File: src/rtl/cu_ram_sync.sv
// cu_ram_sync: single-port synchronous RAM with valid/ready requests, registered reads and a clear engine
module cu_ram_sync #(
  parameter int DATA_W         = 8,
  parameter int ADDR_W         = 8,
  parameter int DEPTH          = 256,
  parameter int CLEAR_ON_RESET = 1
) (
  input  logic              clk,
  input  logic              reset,
  input  logic              req_valid,
  output logic              req_ready,
  input  logic              req_write,
  input  logic [ADDR_W-1:0] req_addr,
  input  logic [DATA_W-1:0] req_wdata,
  output logic              rsp_valid,
  output logic [DATA_W-1:0] rsp_rdata,
  output logic              err_oob,
  input  logic              clear_start,
  output logic              busy
);
  localparam int IW = DEPTH > 1 ? $clog2(DEPTH) : 1;
  localparam logic [ADDR_W:0] DEPTH_W = (ADDR_W+1)'(DEPTH);
  localparam logic [ADDR_W:0] LAST    = (ADDR_W+1)'(DEPTH - 1);
  typedef enum logic {S_CLEAR, S_READY} state_t;
  state_t            state_q, state_d;
  logic [ADDR_W:0]   ptr_q, ptr_d;
  logic [DATA_W-1:0] mem_q [DEPTH];
  logic              rsp_valid_q, rsp_valid_d, err_oob_q, err_oob_d;
  logic [DATA_W-1:0] rsp_rdata_q, rsp_rdata_d;
  logic              accept, oob, rd, wr_en, clr_en;
  logic [IW-1:0]     idx;
  assign accept    = req_valid && req_ready;
  assign oob       = {1'b0, req_addr} >= DEPTH_W;
  assign rd        = accept && !req_write;
  assign idx       = req_addr[IW-1:0];
  assign wr_en     = reset && accept && req_write && !oob;
  assign clr_en    = reset && state_q == S_CLEAR;
  assign rsp_valid = rsp_valid_q;
  assign rsp_rdata = rsp_rdata_q;
  assign err_oob   = err_oob_q;
  // Clear walks the pointer to the last word, then hands control back to requests
  always_comb begin
    state_d = state_q == S_CLEAR ? (ptr_q == LAST ? S_READY : S_CLEAR) : (clear_start ? S_CLEAR : S_READY);
    ptr_d   = state_q == S_CLEAR && ptr_q != LAST ? ptr_q + (ADDR_W+1)'(1) : '0;
  end
  // Handshake and busy are pure decodes of the registered state
  always_comb begin
    req_ready = state_q == S_READY;
    busy      = state_q == S_CLEAR;
  end
  // Read response: out-of-range reads answer zero; idle cycles keep the last data
  always_comb begin
    rsp_valid_d = rd;
    err_oob_d   = accept && oob;
    rsp_rdata_d = rd ? (oob ? '0 : mem_q[idx]) : rsp_rdata_q;
  end
  // State, clear pointer and response registers
  always_ff @(posedge clk) begin
    if (!reset) begin
      state_q     <= CLEAR_ON_RESET != 0 ? S_CLEAR : S_READY;
      ptr_q       <= '0;
      rsp_valid_q <= 1'b0;
      rsp_rdata_q <= '0;
      err_oob_q   <= 1'b0;
    end else begin
      state_q     <= state_d;
      ptr_q       <= ptr_d;
      rsp_valid_q <= rsp_valid_d;
      rsp_rdata_q <= rsp_rdata_d;
      err_oob_q   <= err_oob_d;
    end
  end
  // Storage array: request writes in READY, zero fill one word per cycle in CLEAR
  always_ff @(posedge clk) begin
    if (wr_en) mem_q[idx] <= req_wdata;
    else if (clr_en) mem_q[ptr_q[IW-1:0]] <= '0;
  end
endmodule

File: config.mk
export PLATFORM = sky130hd
export DESIGN_NAME = cu_ram_sync
export DESIGN_NICKNAME = d
export VERILOG_FILES = /design/src/rtl/cu_ram_sync.sv
export SDC_FILE = /design/constraint.sdc
export NUM_CORES = 2
export LEC_CHECK = 0
export BUFFER_PORTS_ARGS = -buffer_cell sky130_fd_sc_hd__buf_2
export CAP_MARGIN = 0
export CORE_AREA = 2 2 396 594
export CTS_BUF_LIST = sky130_fd_sc_hd__clkbuf_4 sky130_fd_sc_hd__clkbuf_8 sky130_fd_sc_hd__clkbuf_16
export DETAILED_ROUTE_END_ITERATION = 6
export DIE_AREA = 0 0 398 596
export PLACE_DENSITY_LB_ADDON = 0.12
export SKIP_LAST_GASP = 1
export SLEW_MARGIN = 20
export SYNTH_ARGS = -nofsm -noshare
export SYNTH_HDL_FRONTEND = slang
export SYNTH_SLANG_ARGS = --single-unit
File: constraint.sdc
create_clock -name clk -period 18.4 [get_ports clk]
set_input_delay 3.68 -clock clk [delete_from_list [all_inputs] [get_ports clk]]
set_output_delay 3.68 -clock clk [all_outputs]
set_load 0.01 [all_outputs]
=== Yosys cells after proc, flatten, opt, wreduce, memory -nomap -nowiden ===
Memory sizes are Yosys's and may differ from the RTL's. A register that Yosys moved wholly into a read port is not among the register bits.
Index checks and enable logic that the tools add are counted.
W data, S select, Z words.

* Register bits: 11
* Bits in latches: 0
* Memory bits (writable): 2048
* Bits in read-only memories: 0
* Output and inout port bits: 12
* Word-level logic and storage cells: 29
* Memories: 1

* Add/sub/neg operators: 1
* Multipliers: 0
* Div/mod/pow operators: 0
* Order comparisons: 0
* Equal/unequal tests: 2
* Shift operators: 0
* Muxes and demuxes: 11
* Bitwise gates (word level): 1
* Reductions and logical operators: 10

{| class="wikitable"
|+ Memory list
! name !! depth !! width !! read ports !! clocked after memory_dff !! wr ports !! line !! text
|-
| mem_q || 256 || 8 || 1 || 1 || 1 || 27 || <nowiki>logic [DATA_W-1:0] mem_q [DEPTH];</nowiki>
|}

{| class="wikitable"
|+ Operators by type and width
! operator !! number
|-
| $mux W8 || 2
|-
| $add A9 B1 Y9 const B || 1
|-
| $eq A9 B8 Y1 const B || 1
|-
| $mux W1 || 9
|-
| $ne A9 B8 Y1 const B || 1
|-
| $reduce_or A8 Y1 || 1
|-
| $logic_and A1 B1 Y1 || 6
|-
| $logic_not A1 Y1 || 2
|-
| $reduce_and A2 Y1 || 1
|-
| $not A1 Y1 || 1
|}

=== Logic depth before layout (Yosys ltp) ===
* Depth in word-level cells: 7
* Depth in mapped cells: 12
* Depth with buffers taken out: 7

=== Worst setup path after synthesis ===
Ideal clock, no wire load.

* Path kind: input -> register
* Start point: in reset
* End point: mem mem_q[0][0] (data pin)
* Setup time: 1.446 ns
* Arrival: 10.441 ns
* Required time: 16.954 ns
* Slack: 6.512 ns
* Cell stages on the path: 4
* Cell sequence: nor2b_1 > clkbuf_1 > clkbuf_1 > nor2b_1

* Longest elaborated chain between the ends: 6
* Elaborated cells on any way between the ends: 8
* Classes of those cells: mux: 4; reduce/logical: 4

{| class="wikitable"
|+ RTL lines
! what !! line !! text
|-
| from (decl) || 9 || <nowiki>input logic reset,</nowiki>
|-
| $logic_and A1 B1 Y1 (on tied branches) || 37, 36 ||
|-
| $mux W1 / $logic_and A1 B1 Y1 (equally long branches) || 76, 36 ||
|-
| $mux W1 * || 75 || <nowiki>if (wr_en) mem_q[idx] <= req_wdata;</nowiki>
|-
| $mux W1 (not written as such) * || 76 || <nowiki>else if (clr_en) mem_q[ptr_q[IW-1:0]] <= '0;</nowiki>
|-
| $reduce_or A8 Y1 (no line) * || -- ||
|-
| $mux W8 (no line) * || -- ||
|-
| to (decl) || 27 ||
|}

Every way passes the cells marked *; elsewhere a longest branch is shown, timed or not.

==> impl_metrics.csv <==
group,metric,value,unit
status,outcome,"finished, violations left",
status,failed_checks,"DRC",
cts,clk_latency,840,ps
floorplan,rows,217,
detailed_routing,wl,225,mm
layout,area_growth,12.0,%
global_route,grt_max_degree,197,
global_route,grt_pass1_vias,40567,
placed_design,numPortBuffers,31,
cts,clock_tree.root_cell,"clkbuf_16",
global_route,antenna_found_initial,7,
floorplan,initial_core_util,34.8,%
logic_synthesis,synth_cell_type_count,65,
cts,htreeDepth,4,
timing,rsz0062_at_grt,"no",
pwr,total_power,9600,µW
global_route,grt_overflow,0,
timing,slew_headroom,17.4,%
logic_synthesis,ys_async_sr_fraction,0,%
critical_path,worstPathMaxFanout,71,
timing,whs,536,ps
timing,hold_viol_final,0,
global_route,grt_pass1_wl,319,mm
cts,post_cts_buffers,0,
min_path,min_path_type,"reg2reg",
detailed_routing,drt-initial-drc-count,3137,
placed_design,gp_congestion,0.809,
floorplan,die_y,596,µm
critical_path,critPathKind,"in2reg",
logic_synthesis,synth_area,80700,µm²
logic_synthesis,synth_top_area_share,76.2,%
critical_path,crit_chain,"buf_8, buf_12, buf_4, buf_4, mux4_2, o22ai_1, nor4_1, nor2_1, nor4_1, a221o_1",
logic_synthesis,yosys-top-cells-area,"edfxtp_1 (76%), mux4_2 (10%), mux2i_1 (4.0%)",
logic_synthesis,ys_seq_area_share,76.7,%
floorplan,design.die.area,237000,µm²
cts,cts_hold_buf,0,
placed_design,dpl.cell_count,6926,
critical_path,cp_slowest_cell,"nor4_1",
cts,ctsResizeCount,0,
timing,drv_slew,0,
logic_synthesis,synthFlopType,"edfxtp_1",
placed_design,dp_hpwl,140,mm
floorplan,num_io_pins,33,
detailed_routing,detail-route-antenna-nets,0,
critical_path,cp.arrival,9120,ps
global_route,grt_use_total,18.9,%
timing,setup_viol_count_final,0,
logic_synthesis,ys_warn_count,0,
cts,clkSinkCount,2067,
logic_synthesis,synth-seq-cells,2067,
placed_design,dpl_worst_slack,9210,ps
timing,min_period,8350,ps
detailed_routing,via_per_inst,5.35,
cts,cts_buffers,200,
detailed_routing,first_pass_iters,7,
timing,setup_tns,0,ps
floorplan,core,232000,µm²
flow_run,cap_viol_max_count,0,
logic_synthesis,synth_nets,4012,
layout,drive_above_1_share,20.0,%
timing,period_share,45.4,%
detailed_routing,num_vias,38991,
critical_path,cpPeakStageDelay,1070,ps
cts,cts_buffer_depth,4,
logic_synthesis,syn_inst,3989,
pwr,p_leak,0.0284,µW
pwr,power.density,106,nW/µm²
timing,fin_ws,10050,ps
timing,finClkSkew,36.9,ps
layout,stdcell_count,7287,
detailed_routing,drc_errors,2,
critical_path,crit_required,19170,ps
floorplan,die_w,398,µm
cts,path_clk_slew,70,ps
timing,clock.fmax,0.120,GHz
layout,layout.nets,4086,
timing,tightest_slew,1230,ps
critical_path,start_kind,"input pin",
cts,tritoncts,"done",
logic_synthesis,synth-edff-count,2048,
logic_synthesis,avgSynthCellArea,20.2,µm²
detailed_routing,wl_per_cell,30.9,µm
pwr,vdd_ir_drop_max,0.0695,mV
logic_synthesis,yosysTopAreaCell,"edfxtp_1",
critical_path,worstSetupEndpointType,"flop",
## Yosys cell counts, drive strengths merged (3+ instances only)
library cell  count
a2111oi           7
a211o             8
a211oi            3
a21oi            32
a221o             7
a221oi            9
a22o             15
a22oi           123
a31oi             7
and2              4
and3              4
and4b             4
buf             167
clkbuf           75
dfxtp            19
edfxtp         2048
inv               5
mux2i           324
mux4            375
nand2            96
nand2b           12
nand3            50
nand3b            9
nand4            16
nor2            305
nor2b            13
nor3b             3
nor4             15
nor4b             5
nor4bb            6
o21ai            37
o221ai           56
o22ai            78
o311ai            7
o31ai             6
o32ai             7
o41ai             3
or3               7
xor2              3
## area by class of cell
type,instances,area [µm²]
diodes,3,7.51
clock buffers,249,5440
clock inverters,108,726
fillers,20846,142000
inverters,5,18.8
multi-input cells,1675,17500
flip-flops and latches,2067,61900
well taps,3066,3840
repair buffers,114,927
## worst max-delay path, delay by kind of cell
| family | cells | cell delay (ps) |
|---|---|---|
| simple gates | 3 | 2120 |
| buf+inv | 4 | 2280 |
| compound gates | 2 | 320 |
| mux | 1 | 360 |
## cell families after synthesis
logic type / count (synthesis) / share of synthesized area [%]
flip-flops: 2067 / 76.7
multiplexers: 699 / 14.5
AND/OR/NAND/NOR: 556 / 3.17
AO/OA/AOI/OAI: 412 / 3.71
buffers and inverters: 247 / 1.84
XOR/XNOR: 5 / 0.0543
adder cells (fa/ha/maj): 2 / 0.0310
other: 1 / 0.00465
## placed cells by master, fill, tap and decap left out, types with 6 or more instances in the layout
cell,netlist,layout
a22oi_1,123,123
or3_1,7,7
buf_4,50,72
o21ai_0,29,28
nor2b_4,0,10
nor4_1,14,14
clkinv_1,0,57
o22ai_1,78,78
nor2_1,305,300
a221o_1,7,7
dfxtp_1,19,19
nand4_1,16,16
nand2b_1,12,11
a31oi_1,7,7
mux2i_1,324,324
a21oi_1,32,32
o32ai_1,7,7
edfxtp_1,2048,2048
o21ai_1,5,6
clkinv_2,0,35
a22o_1,15,15
mux4_2,375,375
nand2_1,96,95
nand3_1,50,35
clkbuf_16,0,204
bufinv_16,0,9
buf_2,70,28
o311ai_0,7,7
nand3_2,0,15
nand3b_1,9,9
a221oi_1,9,9
o221ai_1,56,56
buf_12,2,9
clkbuf_4,0,45
a211o_1,8,8
## flip-flops by register name (all words and copies together) (netlist names)
register,count
ptr_q,9
rsp_valid,1
rsp_rdata,8
mem_q,2048
req_ready,1
## through the flow
stage | cell area, µm² | util, %
3_3_place_gp | 84100 | 36.2
2_1_floorplan | 80700 | -
5_1_grt | 90400 | 38.9
6_report | 90400 | 38.9
3_5_place_dp | 84200 | 36.3
4_1_cts | 90400 | 38.9
## power breakdown
part	leakage (µW)	internal [µW]	switching, µW
Combinational	0.00641	142	322
Sequential	0.0188	5180	2.22
Clock	0.00310	2210	1740
## final timing paths
| kind | startpoint | to | slack, ps | cells past startpoint |
|---|---|---|---|---|
| worst max-delay path | req_addr[1] | rsp_rdata[4] | 10050 | 10 |
| worst min-delay path | ptr_q[8] | ptr_q[8] | 540 | 3 |
| worst max register to register | req_ready | mem_q[5][7] | 14170 | 5 |
| worst min register to register | ptr_q[8] | ptr_q[8] | 540 | 3 |
## layer usage
layer	vias to the layer above	GRT usage (%)	routed length, µm
met5	-	0	0
li1	16687	-	-
met1	21086	23.2	88400
met4	0	6.21	7610
met2	922	34.4	121000
met3	296	2.10	8510
Power figures use the tool's default switching activity.
